==> src/rtl/idu_pipe.sv <==
// Registered RV32I/E decode stage: decodes an instruction, reads the GPR file and tracks busy destinations.
// Latency 1 cycle from in_valid&&in_ready to out_valid. Optional macro IDU_WB_BYPASS_EN forwards writeback data to operands.
// Backpressure: in_ready drops while the held bundle is not taken, on a RAW hazard, or during flush.
module idu_pipe #(
  parameter int XLEN  = 32,
  parameter int NREGS = 32
) (
  input  logic            clk,
  input  logic            rst_n,
  input  logic            in_valid,
  output logic            in_ready,
  input  logic [31:0]     in_instr,
  input  logic [XLEN-1:0] in_pc,
  output logic            out_valid,
  input  logic            out_ready,
  output logic [XLEN-1:0] out_rs1_val,
  output logic [XLEN-1:0] out_rs2_val,
  output logic [XLEN-1:0] out_imm,
  output logic [XLEN-1:0] out_pc,
  output logic [4:0]      out_rd,
  output logic [3:0]      out_itype,
  output logic [3:0]      out_alu_op,
  output logic [4:0]      out_use,
  output logic            out_invld,
  output logic            out_ebreak,
  input  logic            wb_en,
  input  logic [4:0]      wb_rd,
  input  logic [XLEN-1:0] wb_data,
  input  logic            flush
);

  localparam int         RA_W = $clog2(NREGS);
  localparam logic [5:0] NR   = 6'(NREGS);
`ifdef IDU_WB_BYPASS_EN
  localparam bit BYPASS = 1'b1;
`else
  localparam bit BYPASS = 1'b0;
`endif

  typedef enum logic [3:0] {
    IT_INVLD  = 4'd0,  IT_R     = 4'd1,  IT_ICOMP = 4'd2, IT_ISHIFT = 4'd3,
    IT_LUI    = 4'd4,  IT_AUIPC = 4'd5,  IT_JAL   = 4'd6, IT_JALR   = 4'd7,
    IT_BR     = 4'd8,  IT_LD    = 4'd9,  IT_ST    = 4'd10, IT_ECALL = 4'd11,
    IT_EBREAK = 4'd12
  } itype_t;

  // use vector bit positions: {rd, pc, imm, rs2, rs1}
  localparam logic [4:0] U_RS1 = 5'b00001;
  localparam logic [4:0] U_RS2 = 5'b00010;
  localparam logic [4:0] U_IMM = 5'b00100;
  localparam logic [4:0] U_PC  = 5'b01000;
  localparam logic [4:0] U_RD  = 5'b10000;

  logic [XLEN-1:0] gpr [NREGS];
  logic [NREGS-1:0] busy, busy_nxt;

  logic [6:0] opc, f7;
  logic [2:0] f3;
  logic [4:0] rs1, rs2, rd;
  assign opc = in_instr[6:0];
  assign rd  = in_instr[11:7];
  assign f3  = in_instr[14:12];
  assign rs1 = in_instr[19:15];
  assign rs2 = in_instr[24:20];
  assign f7  = in_instr[31:25];

  itype_t      dec_itype;
  logic [3:0]  dec_alu;
  logic [4:0]  dec_use;
  logic [31:0] dec_imm;
  logic [4:0]  dec_rd;
  logic        bad_idx;

  // Instruction decode: type, ALU op, operand usage and immediate.
  always_comb begin
    dec_itype = IT_INVLD;
    dec_alu   = 4'd0;
    dec_use   = 5'b0;
    dec_imm   = 32'd0;
    bad_idx   = 1'b0;
    case (opc)
      7'b0110011: begin
        if (f7 == 7'h00 || (f7 == 7'h20 && (f3 == 3'b000 || f3 == 3'b101))) begin
          dec_itype = IT_R;
          dec_alu   = {in_instr[30], f3};
          dec_use   = U_RD | U_RS2 | U_RS1;
        end
      end
      7'b0010011: begin
        if (f3 == 3'b001 || f3 == 3'b101) begin
          if (f7 == 7'h00 || (f3 == 3'b101 && f7 == 7'h20)) begin
            dec_itype = IT_ISHIFT;
            dec_alu   = {in_instr[30], f3};
            dec_use   = U_RD | U_IMM | U_RS1;
            dec_imm   = {27'd0, in_instr[24:20]};
          end
        end else begin
          dec_itype = IT_ICOMP;
          dec_alu   = {1'b0, f3};
          dec_use   = U_RD | U_IMM | U_RS1;
          dec_imm   = {{20{in_instr[31]}}, in_instr[31:20]};
        end
      end
      7'b0110111: begin
        dec_itype = IT_LUI;
        dec_use   = U_RD | U_IMM;
        dec_imm   = {in_instr[31:12], 12'd0};
      end
      7'b0010111: begin
        dec_itype = IT_AUIPC;
        dec_use   = U_RD | U_PC | U_IMM;
        dec_imm   = {in_instr[31:12], 12'd0};
      end
      7'b1101111: begin
        dec_itype = IT_JAL;
        dec_use   = U_RD | U_PC | U_IMM;
        dec_imm   = {{11{in_instr[31]}}, in_instr[31], in_instr[19:12], in_instr[20],
                     in_instr[30:21], 1'b0};
      end
      7'b1100111: begin
        dec_itype = IT_JALR;
        dec_use   = U_RD | U_PC | U_IMM | U_RS1;
        dec_imm   = {{20{in_instr[31]}}, in_instr[31:20]};
      end
      7'b1100011: begin
        dec_itype = IT_BR;
        dec_alu   = {1'b0, f3};
        dec_use   = U_PC | U_IMM | U_RS2 | U_RS1;
        dec_imm   = {{19{in_instr[31]}}, in_instr[31], in_instr[7], in_instr[30:25],
                     in_instr[11:8], 1'b0};
      end
      7'b0000011: begin
        dec_itype = IT_LD;
        dec_alu   = {1'b0, f3};
        dec_use   = U_RD | U_IMM | U_RS1;
        dec_imm   = {{20{in_instr[31]}}, in_instr[31:20]};
      end
      7'b0100011: begin
        dec_itype = IT_ST;
        dec_alu   = {1'b0, f3};
        dec_use   = U_IMM | U_RS2 | U_RS1;
        dec_imm   = {{20{in_instr[31]}}, in_instr[31:25], in_instr[11:7]};
      end
      7'b1110011: begin
        if (in_instr == 32'h0000_0073) dec_itype = IT_ECALL;
        else if (in_instr == 32'h0010_0073) dec_itype = IT_EBREAK;
      end
      default: dec_itype = IT_INVLD;
    endcase
    // RV32E: any referenced register beyond the implemented file makes the op illegal
    bad_idx = (dec_use[0] && {1'b0, rs1} >= NR) || (dec_use[1] && {1'b0, rs2} >= NR) ||
              (dec_use[4] && {1'b0, rd} >= NR);
    if (bad_idx) begin
      dec_itype = IT_INVLD;
      dec_alu   = 4'd0;
      dec_use   = 5'b0;
      dec_imm   = 32'd0;
    end
    dec_rd = dec_use[4] ? rd : 5'd0;
  end

  logic rs1_ok, rs2_ok, wb_ok, ord_ok;
  logic byp1, byp2;
  assign rs1_ok = {1'b0, rs1} < NR;
  assign rs2_ok = {1'b0, rs2} < NR;
  assign wb_ok  = {1'b0, wb_rd} < NR && wb_rd != 5'd0;
  assign ord_ok = {1'b0, out_rd} < NR && out_rd != 5'd0;
  assign byp1   = BYPASS && wb_en && wb_rd == rs1;
  assign byp2   = BYPASS && wb_en && wb_rd == rs2;

  logic [XLEN-1:0] rs1_val, rs2_val;

  // Operand read; x0 is hardwired to zero and optionally forwarded from writeback.
  always_comb begin
    rs1_val = '0;
    rs2_val = '0;
    if (rs1 != 5'd0 && rs1_ok) rs1_val = byp1 ? wb_data : gpr[rs1[RA_W-1:0]];
    if (rs2 != 5'd0 && rs2_ok) rs2_val = byp2 ? wb_data : gpr[rs2[RA_W-1:0]];
  end

  logic haz1, haz2, hazard, accept, issue;

  // RAW hazard: source busy in the scoreboard, or being produced by the bundle still held at the output.
  always_comb begin
    haz1 = dec_use[0] && rs1 != 5'd0 &&
           ((rs1_ok && busy[rs1[RA_W-1:0]] && !byp1) ||
            (out_valid && out_use[4] && out_rd == rs1));
    haz2 = dec_use[1] && rs2 != 5'd0 &&
           ((rs2_ok && busy[rs2[RA_W-1:0]] && !byp2) ||
            (out_valid && out_use[4] && out_rd == rs2));
  end

  assign hazard   = haz1 || haz2;
  assign in_ready = (!out_valid || out_ready) && !hazard && !flush;
  assign accept   = in_valid && in_ready;
  // A flushed bundle never counts as issued, so it cannot mark its destination busy.
  assign issue    = out_valid && out_ready && !flush;

  // Output bundle register: load on accept, drop on handshake or flush, otherwise hold.
  always_ff @(posedge clk) begin
    if (!rst_n) begin
      out_valid   <= 1'b0;
      out_rs1_val <= '0;
      out_rs2_val <= '0;
      out_imm     <= '0;
      out_pc      <= '0;
      out_rd      <= '0;
      out_itype   <= '0;
      out_alu_op  <= '0;
      out_use     <= '0;
      out_invld   <= 1'b0;
      out_ebreak  <= 1'b0;
    end else if (accept) begin
      out_valid   <= 1'b1;
      out_rs1_val <= rs1_val;
      out_rs2_val <= rs2_val;
      out_imm     <= XLEN'($signed(dec_imm));
      out_pc      <= in_pc;
      out_rd      <= dec_rd;
      out_itype   <= dec_itype;
      out_alu_op  <= dec_alu;
      out_use     <= dec_use;
      out_invld   <= (dec_itype == IT_INVLD);
      out_ebreak  <= (dec_itype == IT_EBREAK);
    end else if ((out_valid && out_ready) || flush) begin
      out_valid  <= 1'b0;
      out_ebreak <= 1'b0;
    end
  end

  // Scoreboard next state: writeback clears, issue sets (set wins), x0 never busy.
  always_comb begin
    busy_nxt = busy;
    if (wb_en && wb_ok) busy_nxt[wb_rd[RA_W-1:0]] = 1'b0;
    if (issue && out_use[4] && ord_ok) busy_nxt[out_rd[RA_W-1:0]] = 1'b1;
    busy_nxt[0] = 1'b0;
  end

  // Scoreboard register.
  always_ff @(posedge clk) begin
    if (!rst_n) busy <= '0;
    else        busy <= busy_nxt;
  end

  // GPR file write port; writes to x0 and unimplemented indices are dropped.
  always_ff @(posedge clk) begin
    if (!rst_n) begin
      for (int i = 0; i < NREGS; i++) gpr[i] <= '0;
    end else if (wb_en && wb_ok) begin
      gpr[wb_rd[RA_W-1:0]] <= wb_data;
    end
  end

endmodule

==> config.mk <==
export PLATFORM = sky130hd
export DESIGN_NAME = idu_pipe
export DESIGN_NICKNAME = d
export VERILOG_FILES = /design/src/rtl/idu_pipe.sv
export SDC_FILE = /design/constraint.sdc
export NUM_CORES = 2
export LEC_CHECK = 0
export BUFFER_PORTS_ARGS = -buffer_cell sky130_fd_sc_hd__buf_2
export CAP_MARGIN = 20
export CORE_ASPECT_RATIO = 1.75
export CORE_UTILIZATION = 50
export DETAILED_ROUTE_END_ITERATION = 10
export PLACE_DENSITY = 0.67
export SYNTH_ARGS = -nofsm -noshare
export SYNTH_HDL_FRONTEND = slang
export SYNTH_SLANG_ARGS = --single-unit
==> constraint.sdc <==
create_clock -name clk -period 4.3 [get_ports clk]
set_input_delay 0.215 -clock clk [delete_from_list [all_inputs] [get_ports clk]]
set_output_delay 0.215 -clock clk [all_outputs]
set_load 0.02 [all_outputs]
* Word-level counts from Yosys, hierarchy flattened
Memory sizes are Yosys's and may differ from the RTL's.
Index checks and enable logic that the tools add are counted.
** Word-level totals
- Bits in registers :: 181
- Output and inout port bits :: 150
- Bits in writable memories :: 1024
- Word-level logic and storage cells :: 125
- Memories kept :: 1
- Input bits :: 107
** Cells by class
- Bitwise gates (word level) :: 3
- Order comparisons :: 6
- Equal/unequal tests :: 18
- Multiplexer cells :: 40
- Reductions and logical operators :: 44
** Memories
- gpr :: depth 32, bits a word 32, read ports 2, clocked after memory_dff 0, write ports 32, RTL line 54 : logic [XLEN-1:0] gpr [NREGS];
** Operator list (number)
- $mux W32 :: 6
- $pmux W32 S6 :: 1
- $pmux W4 S10 :: 1
- $pmux W5 S8 :: 1
- $and A32 B32 Y32 :: 1
- $eq A32 B21 Y1 const B :: 1
- $eq A32 B7 Y1 const B :: 1
- $not A32 Y32 :: 1
- $or A32 B32 Y32 :: 1
- $reduce_or A32 Y1 :: 1
- $mux W5 :: 6
- $eq A7 B6 Y1 const B :: 4
- $eq A7 B7 Y1 const B :: 4
- $lt A5 B6 Y1 const B :: 4
- $mux W4 :: 6
- $reduce_bool A5 Y1 :: 4
- $logic_and A1 B1 Y1 :: 19
- $eq A7 B5 Y1 const B :: 2
- $mux W1 :: 13
- $pmux W4 S3 :: 1
- $bmux W1 S5 :: 2
- $demux W1 S5 :: 2
- $eq A5 B5 Y1 :: 2
- $ge A5 B1 Y1 const B :: 2
- other kinds (13) :: 25

* Logic depth before layout (Yosys ltp)
- Depth in word-level cells :: 14
- Mapped depth :: 12
- Depth with buffers taken out :: 8

* Least setup slack after synthesis
OpenSTA, ideal clock, no wires.
- Path type :: input-to-reg
- Start :: input wb_rd[4]
- End :: register busy[17]
- Library setup time :: 263 ps
- Data required time :: 4037 ps
- Path buffers :: 2
- Cell stages on the path :: 5
- Path slack :: 508 ps
- Arrival time :: 3529 ps
- Path through :: clkbuf_1 > clkbuf_1 > nand3_1 > o21ai_0 > o32ai_1
** On the way
- Cells in the longest elaborated chain, start to end :: 9
- Elaborated cells on any way between the ends :: 12
- Classes of those cells :: 2 x order compare; 4 x mux; 3 x bitwise; 3 x reduce/logical
** Ends and longest elaborated chain
- start, declared :: RTL line 27 : input logic [4:0] wb_rd,
- $lt A5 B6 Y1 (not written as such) / $ge A5 B1 Y1 (equally long branches) :: RTL line 234 : if (wb_en && wb_ok) busy_nxt[wb_rd[RA_W-1:0]] = 1'b0;
- $logic_and A1 B1 Y1 (not written as such) :: RTL line 234
- $mux W1 (not written as such) :: RTL line 234
- $demux W1 S5 :: RTL line 234
- $not A32 Y32 (no line)
- $and A32 B32 Y32 (no line)
- $mux W32 * :: RTL line 234
- $or A32 B32 Y32 (no line)
- $mux W32 * :: RTL line 235 : if (issue && out_use[4] && ord_ok) busy_nxt[out_rd[RA_W-1:0]] = 1'b1;
- end signal, assigned :: RTL line 242 : else busy <= busy_nxt;
- end, declared :: RTL line 55 : logic [NREGS-1:0] busy, busy_nxt;
Mark *: on every way between the ends. The rest lies on a longest branch, timed or not.
A chain may end at the register's enable or synchronous reset.

* Worst setup path in the final report
- Start :: register out_rd[2]
- End :: output in_ready
** On the way
- Cells in the longest elaborated chain, start to end :: 8
- Elaborated cells on any way between the ends :: 12
- Classes of those cells :: 2 x eq/ne; 10 x reduce/logical
** Ends and longest elaborated chain
- start, declared :: RTL line 20 : output logic [4:0] out_rd,
- start signal, assigned :: RTL line 219 : out_rd <= dec_rd;
- $eq A5 B5 Y1, on equally long branches :: RTL line 187, 190
- $logic_and A1 B1 Y1, on equally long branches :: RTL line 187, 190
- $logic_or A1 B1 Y1, on equally long branches :: RTL line 186, 189
- $logic_and A1 B1 Y1, on equally long branches :: RTL line 185, 188
- $logic_or A1 B1 Y1 * :: RTL line 193 : assign hazard = haz1 || haz2;
- $logic_not A1 Y1 * :: RTL line 194 : assign in_ready = (!out_valid || out_ready) && !hazard && !flush;
- $logic_and A1 B1 Y1 * (2 in series) :: RTL line 194
- end, declared :: RTL line 11 : output logic in_ready,
Marked as above.

==> qor.yml <==
floorplanning:
  core_sq_um: 123000
  initial_core_util_pct: 50.5
  die_h_um: 468
  die_x_um: 268
  ioPinCount: 257
  dieArea_sq_um: 126000
  rows: 170
routing:
  drc: 0
  via_per_inst: 6.81
  routedWlPerCell_um: 34.8
  drt_pre_antenna_iters: 6
  drtIter0Drc: 5191
  wl_mm: 224
  num_vias: 43800
  ant_nets: 0
power:
  swShare_pct: 25.9
  p_switching_mw: 7.02
  p_clk_share_pct: 36.9
  power_density_nw_per_um2: 387
  ir_drop_mv: 0.346
  p_seq_share_pct: 50.2
  combinationalPowerShare_pct: 12.9
  p_leak_nw: 24.5
  power.internal_mw: 20.1
logic_synthesis:
  ys_types: 68
  synth_top_area_cell: "edfxtp_1"
  synth_edf_count: 1024
  synth_ff_type: "edfxtp_1"
  synthTopCellsByArea: "edfxtp_1 (50%), mux4_2 (16%), and2_1 (10%), dfxtp_1 (5.8%), mux2i_1 (4.2%)"
  syn-cell-area_sq_um: 62000
  ys_seq_area_share_pct: 55.4
  async_reset_ff_share_pct: 0
  synthCells: 4546
  ys_warn_count: 0
  syn_area_per_cell_sq_um: 13.6
  ys_ff_latch: 1204
  synth_top_cell_area_share_pct: 49.6
global_routing:
  grt_pass1_wl_mm: 312
  grt_overflow: 0
  first_global_vias: 43400
  grt_util_all_layers_pct: 35.7
  antenna_found_initial: 25
  grt_start_max_net_pins: 117
timing:
  fin_ws_ns: 0.345
  tns_ns: 0
  grt_setup_unrepaired: "false"
  relSlewSlack_pct: 22.0
  tightest_slew_ns: 1.16
  min_period_over_period_pct: 92.0
  setup_violations: 0
  finalHoldViolations: 0
  finalClockSkew_ns: 0.0442
  drv_slew: 0
  finalCriticalPeriod_ns: 3.95
  fmax_ghz: 0.253
cts:
  cts_max_path_buffers: 3
  clk_pin_slew_ns: 0.07
  cts.sinks: 1204
  clock_latency_ns: 0.76
  clockRootBuffer: "clkbuf_16"
  tritoncts: "yes"
  cts_resized: 0
  cts_buffers: 108
  cts.htree.levels: 3
cells_and_area:
  syn_to_final_growth_pct: 12.9
  drive_gt1_share_pct: 23.6
  fin_nets: 4795
  n_fill_cell: 9672
  fin_area_sq_um: 70000
status:
  status: "finished clean"
worst_setup_path:
  endpoint_kind: "output port"
  cp_max_fo: 77
  worst_path_largest_cell_delay_ns: 0.68
  crit_required_ns: 4.09
  crit_type: "reg -> out"
  critPathSlowestCell: "buf_4"
  path_cells: "xnor2_1 -> nand4_1 -> o211ai_1 -> a211oi_1 -> o22ai_4 -> clkinv_2 -> buf_4 -> buf_2"
  startpoint_type: "register"
  arrival_ns: 3.74
run:
  maxCapViolations: 0
placed_design:
  gp_congestion: 0.968
  hpwl_mm: 142
  dpl_worst_slack_ns: 0.595
  io_buffers: 256
  dpl_cell_area_sq_um: 65900
worst_hold_path:
  worstHoldPathType: "in -> reg"
routing by layer:
layer | GRT usage [%] | up-vias | share of wire [%]
met5 | 0 | - | 0.056
li1 | - | 17700 | -
met1 | 39.0 | 22200 | 31
met3 | 8.98 | 915 | 11
met4 | 26.9 | 20 | 8.6
met2 | 59.7 | 3047 | 49
critical path: cells and delay by family, from the launching register on:
| kind | cells | cell delay (ns) |
|---|---|---|
| XOR/XNOR | 1 | 0.13 |
| AO/OA/AOI/OAI | 3 | 0.96 |
| buffers and inverters | 3 | 1.11 |
| AND/OR/NAND/NOR | 1 | 0.15 |
| flip-flops | 1 | 0.60 |
logic make-up (layout without fill, tap and decap cells):
family | Yosys count | after routing | synth area share (%)
compound gates | 662 | 662 | 6.79
simple gates | 1432 | 1432 | 13.5
xor+xnor | 11 | 11 | 0.155
buf+inv | 515 | 718 | 3.47
other cells | 1 | 56 | 0.00605
flops | 1204 | 1204 | 55.4
mux | 721 | 721 | 20.7
per-stage QoR:
step	power [mW]	hold slack, ns	utilization, %	std cells
2_1_floorplan	15.8	0.354	-	4577
3_3_place_gp	17.1	0.441	53.7	6158
3_5_place_dp	17.2	0.448	53.7	6159
4_1_cts	27.1	0.0209	57.0	6414
5_1_grt	27.7	0.0582	57.0	6421
6_report	27.1	0.0493	57.0	6438
sequential cells by signal, indices dropped and copies added (netlist names), 4 cells and up:
| name | count |
|---|---|
| gpr | 1024 |
| busy | 31 |
| out_rs1_val | 32 |
| out_pc | 32 |
| out_alu_op | 4 |
| out_rs2_val | 32 |
| out_rd | 5 |
| out_itype | 4 |
| out_use | 5 |
| out_imm | 32 |
path summary, 6_finish.rpt:
path | from | end | slack (ns) | depth (start not counted)
worst max-delay path | out_rd[2] | in_ready | 0.35 | 8
worst min-delay path | wb_data[20] | gpr[16][20] | 0.05 | 2
worst max register to register | out_rd[2] | out_use[4] | 0.80 | 8
worst min register to register | out_imm[9] | out_imm[9] | 0.46 | 2
layout make-up:
cell class	instances	area, sq um	area share (%)
antenna	24	60.1	0.0858
clock buffer	128	2820	4.03
clock inverter	74	731	1.04
inverter	44	175	0.250
multi-input combinational	2858	26300	37.5
sequential	1204	34400	49.1
tap	1634	2040	2.92
timing repair buffer	472	3550	5.08
cell usage in the layout, fill, tap and decap left out, types with 11 or more instances in the layout:
master,count
dlygate4sd3_1,53
a21oi_1,169
o21ai_4,31
clkbuf_1,17
nand3_1,88
nor3_1,61
o21ai_1,11
and2_1,995
bufinv_16,13
diode_2,24
nor3_2,12
o22ai_1,81
mux4_2,446
nor2_1,20
clkbuf_16,109
o21ai_0,118
buf_4,128
nand2b_1,11
or3_1,28
clkinv_2,23
clkinv_1,23
buf_12,37
edfxtp_1,1024
nor2_4,28
a22oi_1,94
o221ai_1,100
inv_1,38
mux2i_1,263
dfxtp_1,180
conb_1,32
mux2_2,12
buf_2,248
nand4_1,32
nand2_1,113
synth_stat cells (41+ instances only):
| master | instances |
|---|---|
| mux2i_1 | 263 |
| clkbuf_1 | 350 |
| dfxtp_1 | 180 |
| a22oi_1 | 94 |
| and2_1 | 995 |
| o21ai_0 | 149 |
| inv_1 | 41 |
| a21oi_1 | 169 |
| buf_2 | 82 |
| nand2_1 | 114 |
| o221ai_1 | 100 |
| mux4_2 | 446 |
| nor3_1 | 73 |
| nand3_1 | 88 |
| nor2_1 | 47 |
| edfxtp_1 | 1024 |
| o22ai_1 | 81 |
repair_timing:
item / CTS / global route
buffers inserted: 0 / 0
hold buffers: 53 / 0
hold endpoints to repair: 79 / 0
power by group through the flow:
| stage | registers [mW] | clock network, mW | logic, mW |
|---|---|---|---|
| 2_1_floorplan | 13.9 | 0 | 1.98 |
| 3_3_place_gp | 13.8 | 0 | 3.34 |
| 3_5_place_dp | 13.9 | 0 | 3.36 |
| 4_1_cts | 13.6 | 10.0 | 3.41 |
| 5_1_grt | 13.7 | 10.4 | 3.58 |
| 6_report | 13.6 | 10.0 | 3.48 |
No activity file was read; power rests on OpenSTA's default activity.
